## src/rtl/decodificador_cadeia_if.sv

```systemverilog
`default_nettype none
// =============================================================================
// Module      : decodificador_cadeia_if
// Description : Token/result bundle between the symbol front end and the
//               path decoder.
// Revision    : 1.0 - initial release
// =============================================================================
interface decodificador_cadeia_if #(
    parameter int PW = 3
) ();
    logic          Controle;
    logic [PW+1:0] Entrada;
    logic [PW:0]   Saida;
    logic [7:0]    Passos;
    logic          Fim;
    logic          Evento;

    modport master (
        output Controle,
        output Entrada,
        input  Saida,
        input  Passos,
        input  Fim,
        input  Evento
    );

    modport slave (
        input  Controle,
        input  Entrada,
        output Saida,
        output Passos,
        output Fim,
        output Evento
    );
endinterface
`default_nettype wire

```

## src/rtl/decodificador_cadeia.sv

```systemverilog
`default_nettype none
// =============================================================================
// Module      : decodificador_cadeia
// Description : Token-driven walker over a chain of N_POS positions ending in
//               ERRO, ACEITO_LO or ACEITO_HI. Optional inactivity timeout is
//               built when DECOD_TIMEOUT_EN is defined.
// Revision    : 1.0 - initial release
// =============================================================================
module decodificador_cadeia #(
    parameter int PW         = 3,
    parameter int N_POS      = 5,
    parameter int SPLIT      = 3,
    parameter int MAX_PASSOS = 15,
    parameter int TIMEOUT    = 255
) (
    input  wire logic              clk,
    input  wire logic              Reset,
    decodificador_cadeia_if.slave  bus
);

    localparam logic [1:0]  c_OP_MOVE   = 2'b00;
    localparam logic [1:0]  c_OP_ACC_LO = 2'b01;
    localparam logic [1:0]  c_OP_ACC_HI = 2'b10;
    localparam logic [1:0]  c_OP_ABORT  = 2'b11;

    // State codes double as the Saida encoding: MSB set means terminal.
    localparam logic [PW:0] c_IDLE      = '0;
    localparam logic [PW:0] c_ERRO      = {1'b1, {PW{1'b0}}};
    localparam logic [PW:0] c_ACEITO_LO = {1'b1, PW'(1)};
    localparam logic [PW:0] c_ACEITO_HI = {1'b1, PW'(2)};

    localparam logic [PW:0] c_N_POS      = (PW+1)'(N_POS);
    localparam logic [PW:0] c_SPLIT      = (PW+1)'(SPLIT);
    localparam logic [7:0]  c_MAX_PASSOS = 8'(MAX_PASSOS);

    if (N_POS < 2 || N_POS > (1 << PW) - 1 || SPLIT < 1 || SPLIT > N_POS - 1 ||
        MAX_PASSOS < 1 || MAX_PASSOS > 255 || TIMEOUT < 1 || TIMEOUT > 65535)
    begin : g_param_check
        $error("decodificador_cadeia: parameter out of range");
    end

    logic [PW:0] r_saida;
    logic [7:0]  r_passos;
    logic        r_evento;

    logic [1:0]  w_op;
    logic [PW:0] w_pos;
    logic [PW:0] w_cur;
    logic        w_idle;
    logic        w_in_pos;
    logic        w_pos_valid;
    logic        w_adj;
    logic [PW:0] w_nxt_saida;
    logic [7:0]  w_nxt_passos;

    assign w_op        = bus.Entrada[PW+1:PW];
    assign w_pos       = {1'b0, bus.Entrada[PW-1:0]};
    assign w_cur       = {1'b0, r_saida[PW-1:0]};
    assign w_idle      = (r_saida == c_IDLE);
    assign w_in_pos    = !r_saida[PW] && !w_idle;
    assign w_pos_valid = (w_pos != '0) && (w_pos <= c_N_POS);
    // One extra bit keeps p+1 from wrapping at the top of the position field.
    assign w_adj       = (w_pos == w_cur + 1'b1) || (w_pos + 1'b1 == w_cur);

`ifdef DECOD_TIMEOUT_EN
    localparam logic [15:0] c_TIMEOUT = 16'(TIMEOUT);
    logic [15:0] r_tmo;
    logic        w_tmo_hit;

    assign w_tmo_hit = !bus.Controle && w_in_pos && (r_tmo == c_TIMEOUT);

    always_ff @(posedge clk) begin
        if (Reset) begin
            r_tmo <= '0;
        end else if (bus.Controle || !w_in_pos || w_tmo_hit) begin
            r_tmo <= '0;
        end else begin
            r_tmo <= r_tmo + 16'd1;
        end
    end
`else
    logic w_tmo_hit;
    assign w_tmo_hit = 1'b0;
`endif

    always_comb begin
        w_nxt_saida  = r_saida;
        w_nxt_passos = r_passos;
        if (bus.Controle) begin
            if (w_idle) begin
                if (w_op == c_OP_MOVE && w_pos_valid) begin
                    w_nxt_saida  = w_pos;
                    w_nxt_passos = 8'd1;
                end
            end else if (w_in_pos) begin
                case (w_op)
                    c_OP_MOVE: begin
                        if (w_pos_valid && w_pos != w_cur) begin
                            if (!w_adj) begin
                                w_nxt_saida = c_ERRO;
                            end else if (r_passos >= c_MAX_PASSOS) begin
                                w_nxt_saida = c_ERRO;
                            end else begin
                                w_nxt_saida  = w_pos;
                                w_nxt_passos = r_passos + 8'd1;
                            end
                        end
                    end
                    c_OP_ACC_LO: begin
                        if (w_cur <= c_SPLIT) begin
                            w_nxt_saida = c_ACEITO_LO;
                        end
                    end
                    c_OP_ACC_HI: begin
                        if (w_cur > c_SPLIT) begin
                            w_nxt_saida = c_ACEITO_HI;
                        end
                    end
                    c_OP_ABORT: begin
                        w_nxt_saida = c_ERRO;
                    end
                    default: begin
                        w_nxt_saida = r_saida;
                    end
                endcase
            end
        end else if (w_tmo_hit) begin
            w_nxt_saida = c_ERRO;
        end
    end

    always_ff @(posedge clk) begin
        if (Reset) begin
            r_saida  <= c_IDLE;
            r_passos <= '0;
            r_evento <= 1'b0;
        end else begin
            r_saida  <= w_nxt_saida;
            r_passos <= w_nxt_passos;
            // Pulse only on the entry into a terminal state, never while held.
            r_evento <= w_nxt_saida[PW] && !r_saida[PW];
        end
    end

    assign bus.Saida  = r_saida;
    assign bus.Passos = r_passos;
    assign bus.Fim    = r_saida[PW];
    assign bus.Evento = r_evento;

endmodule
`default_nettype wire

```

## src/flat_wrapper.sv

```systemverilog
// flat-port wrapper written by rule: the top's interface ports become plain ports
module decodificador_cadeia_flat 
#(
    parameter int PW         = 3,
    parameter int N_POS      = 5,
    parameter int SPLIT      = 3,
    parameter int MAX_PASSOS = 15,
    parameter int TIMEOUT    = 255
)
  (clk, Reset, bus_Controle, bus_Entrada, bus_Saida, bus_Passos, bus_Fim, bus_Evento);
  decodificador_cadeia_if #(.PW(PW)) bus_i ();
  input  wire logic clk;
  input  wire logic Reset;
  input wire logic [$bits(bus_i.Controle)-1:0] bus_Controle;
  input wire logic [$bits(bus_i.Entrada)-1:0] bus_Entrada;
  output wire logic [$bits(bus_i.Saida)-1:0] bus_Saida;
  output wire logic [$bits(bus_i.Passos)-1:0] bus_Passos;
  output wire logic [$bits(bus_i.Fim)-1:0] bus_Fim;
  output wire logic [$bits(bus_i.Evento)-1:0] bus_Evento;
  assign bus_i.Controle = bus_Controle;
  assign bus_i.Entrada = bus_Entrada;
  assign bus_Saida = bus_i.Saida;
  assign bus_Passos = bus_i.Passos;
  assign bus_Fim = bus_i.Fim;
  assign bus_Evento = bus_i.Evento;
  decodificador_cadeia #(.PW(PW), .N_POS(N_POS), .SPLIT(SPLIT), .MAX_PASSOS(MAX_PASSOS), .TIMEOUT(TIMEOUT)) u_core (.clk(clk), .Reset(Reset), .bus(bus_i));
endmodule
```

## config.mk

```make
export PLATFORM = sky130hd
export DESIGN_NAME = decodificador_cadeia_flat
export DESIGN_NICKNAME = d
export VERILOG_FILES = /design/src/rtl/decodificador_cadeia_if.sv /design/src/rtl/decodificador_cadeia.sv /design/src/flat_wrapper.sv
export SDC_FILE = /design/constraint.sdc
export NUM_CORES = 1
export LEC_CHECK = 0
export CORE_AREA = 2 2 68 70
export DETAILED_ROUTE_END_ITERATION = 12
export DIE_AREA = 0 0 70 72
export PLACE_DENSITY = 0.52
export SLEW_MARGIN = 10
export SYNTH_ARGS = -nofsm -noshare
export SYNTH_HDL_FRONTEND = slang
export SYNTH_SLANG_ARGS = --single-unit
```

## constraint.sdc

```tcl
create_clock -name clk -period 2 [get_ports clk]
set_input_delay 0.3 -clock clk [delete_from_list [all_inputs] [get_ports clk]]
set_output_delay 0.3 -clock clk [all_outputs]
set_load 0.01 [all_outputs]
```

==> results.md <==
- First-pass GRT wire length: 5.49 mm
- Initial antenna violation count: 0
- Area share of fa/ha/maj cells after synthesis: 0.0840
- Mean Syn Cell Area: 8.83 sq um
- MaxCap Viol Count: 0
- Vias: 1096
- RSZ-0062 raised after global routing: true
- Setup ws final: -86.8 ps
- Mapped Area: 0.00104 sq mm
- Die width: 70 um
- Synth warn: 0
- Drt initial violations: 32
- Layout cells sized above 1: 0.439
- N_diodes: 0
- Post-synth EDFFs: 0
- Status: finished with violations
- Power Density: 639 mW/mm^2
- Pleak: 0.718 nW
- Number of I/O pins: 22
- Initial core utilization: 0.244
- Final setup viols: 7
- Die area: 0.00504 sq mm
- DRT met1 WL: 1.42 mm
- Worst EP required: 2170 ps
- Met3 wire length: 143 um
- Multiplexer area fraction after synthesis: 0.0192
- Multi-input gate area: 896 sq um
- Compound-Gate Fraction of Synth Area: 0.203
- Tmin final: 2090 ps
- Yosys top cell area share: 0.250
- Sequential cell area: 265 sq um
- Violated checks: setup timing
- Pins over their slew limit: 0
- Hold Path Class: reg2reg
- Port Buf Inserts: 21
- H-tree levels: 1
- Gate Count Post-Synth: 118
- Crit end category: register
- Synth Area in XOR/XNOR: 0.0756
- Final Cycle Share: 1.04
- Combinational family with the most area after synthesis: simple AND/OR/NAND/NOR gates
- WP data arrival: 2260 ps
- Critical path class: reg2reg
- DRC: 0
- Post-Route Utilization: 0.419
- Sequential area share after synthesis: 0.250
- DR vias/cell: 4.87
- Drt pass-1 iters: 4
- Gpl congestion: 0.831
- Clk_lat worst skew: 250 ps
- Asr flop ratio synth: 0
- CTS clk-pin slew, worst paths: 60 ps
- Root Driver: clkbuf_8
- Highest Signal Layer: met4
- Core area: 0.00426 sq mm
- Final hold slack: 496 ps
- Std-Cell Rows: 24
- Layout net count: 189
- Clock Tree Buf Depth: 2
- Fillers: 420
- Total CTS buffers: 3
- Synth Area in Simple Gates: 0.298
- Final WL: 3.15 mm
- GRT overflow: 0
- GR Util All Layers: 0.135
- CTS tree: done
- VDD IR max: 313 uV
- Synth cell count leaders: dfxtp_1, ha_1, inv_1, nor2_1
- Top_reg_cell synth: dfxtp_1
- Placed cells: 216
- Worst setup SP type: register
- Met2 WL: 1.54 mm
- Largest cells by area after synthesis: dfxtp_1, ha_1, xor2_1
- Post-Layout Cell Count: 225
- Top cell type by total area after synthesis: dfxtp_1
- Final hold vios: 0
- F_max: 479 MHz
- Post-DP HPWL: 2.35 mm
- WL per Instance: 14.0 um
- Worst-margin pin slew: 382 ps
- Area growth from synthesis to layout: 71.3%
- Antenna-violating nets left: 0
- Clock sink total: 13
- Worst Path Max Fanout: 4
- Clock Skew: 1.53 ps
- Pin count of the biggest net entering global routing: 10
- Most frequent cell after synthesis: dfxtp_1
- Register bit total from synthesis: 13
- Post-Syn Nets: 133
- Die Span Y: 72 um
- Slew margin rel.: 0.744
- Vias in the first global route: 1180
- Synth cell types: 48
## worst paths after layout
kind / start / depth (start not counted) / slack, ps / end
setup / recovery: u_core.bus.Saida[0] / 9 / -90 / u_core.bus.Saida[0]
hold / removal: u_core.bus.Passos[4] / 1 / 500 / u_core.bus.Passos[4]
setup reg to reg: u_core.bus.Saida[0] / 9 / -90 / u_core.bus.Saida[0]
hold reg to reg: u_core.bus.Passos[4] / 1 / 500 / u_core.bus.Passos[4]
## worst max-delay path, cell delays in order (launching register included)
cell and delay, ps:
dfxtp_4 350, ha_4 160, ha_4 210, xnor2_2 130
a311oi_2 350, buf_4 190, a21oi_4 50, nor4b_4 290
a21oi_1 130, a211oi_2 140
## cell usage in the layout, fill, tap and decap left out, types with 4 or more instances in the layout
cell type,instances
clkdlybuf4s50_1,19
nand2_1,6
dfxtp_1,11
nor2b_1,5
a21oi_1,4
inv_1,5
and2_1,5
nand3_1,4
buf_4,34
nor2_1,5
ha_1,4
## registers in the layout, indices dropped and copies added (netlist names)
register	flops
u_core.bus.Passos	8
u_core.bus.Saida	4
u_core.bus.Evento	1
## cells by family after synthesis
family,count (synthesis)
XOR/XNOR,9
flip-flops,13
adder cells (fa/ha/maj),7
AND/OR/NAND/NOR,50
buffers and inverters,13
AO/OA/AOI/OAI,24
multiplexers,2
## report_power, final
part	internal (mW)	leakage (nW)	switching, mW
clock	0.141	0.0228	0.102
sequential	0.277	0.106	0.0136
combinational	0.313	0.589	0.294
total	0.731	0.718	0.410
## routing by layer
layer	vias to the layer above	track usage
met2	30	0.234
met5	-	0
li1	535	-
met4	0	0.0406
met1	526	0.170
met3	5	0.0292
## metrics by stage
step	worst slack (ps)	power (mW)	setup TNS (ps)	cell area [sq um]
6_report	-86.8	1.14	-348	1790
5_1_grt	-230	1.21	-1150	1790
4_1_cts	-74.3	1.10	-341	1700
3_5_place_dp	-488	0.778	-5260	1550
3_3_place_gp	-435	0.775	-4690	1550
2_1_floorplan	-20.8	0.586	-20.8	1090
## what timing repair did
| action | 4_1_cts | 5_1_grt |
|---|---|---|
| pin swaps | 15 | 8 |
| gates resized for setup | 17 | 14 |
| buffers inserted | 4 | 1 |
| hold buffers | 0 | 0 |
| endpoints found under the setup margin | 13 | 13 |
## cell type report
type | instances | area share
multi-input cells | 92 | 0.502
clock buffers | 4 | 0.0252
inverters | 7 | 0.0161
flip-flops and latches | 13 | 0.149
repair buffers | 57 | 0.272
well taps | 52 | 0.0364
(Power assumes the default switching activity.)
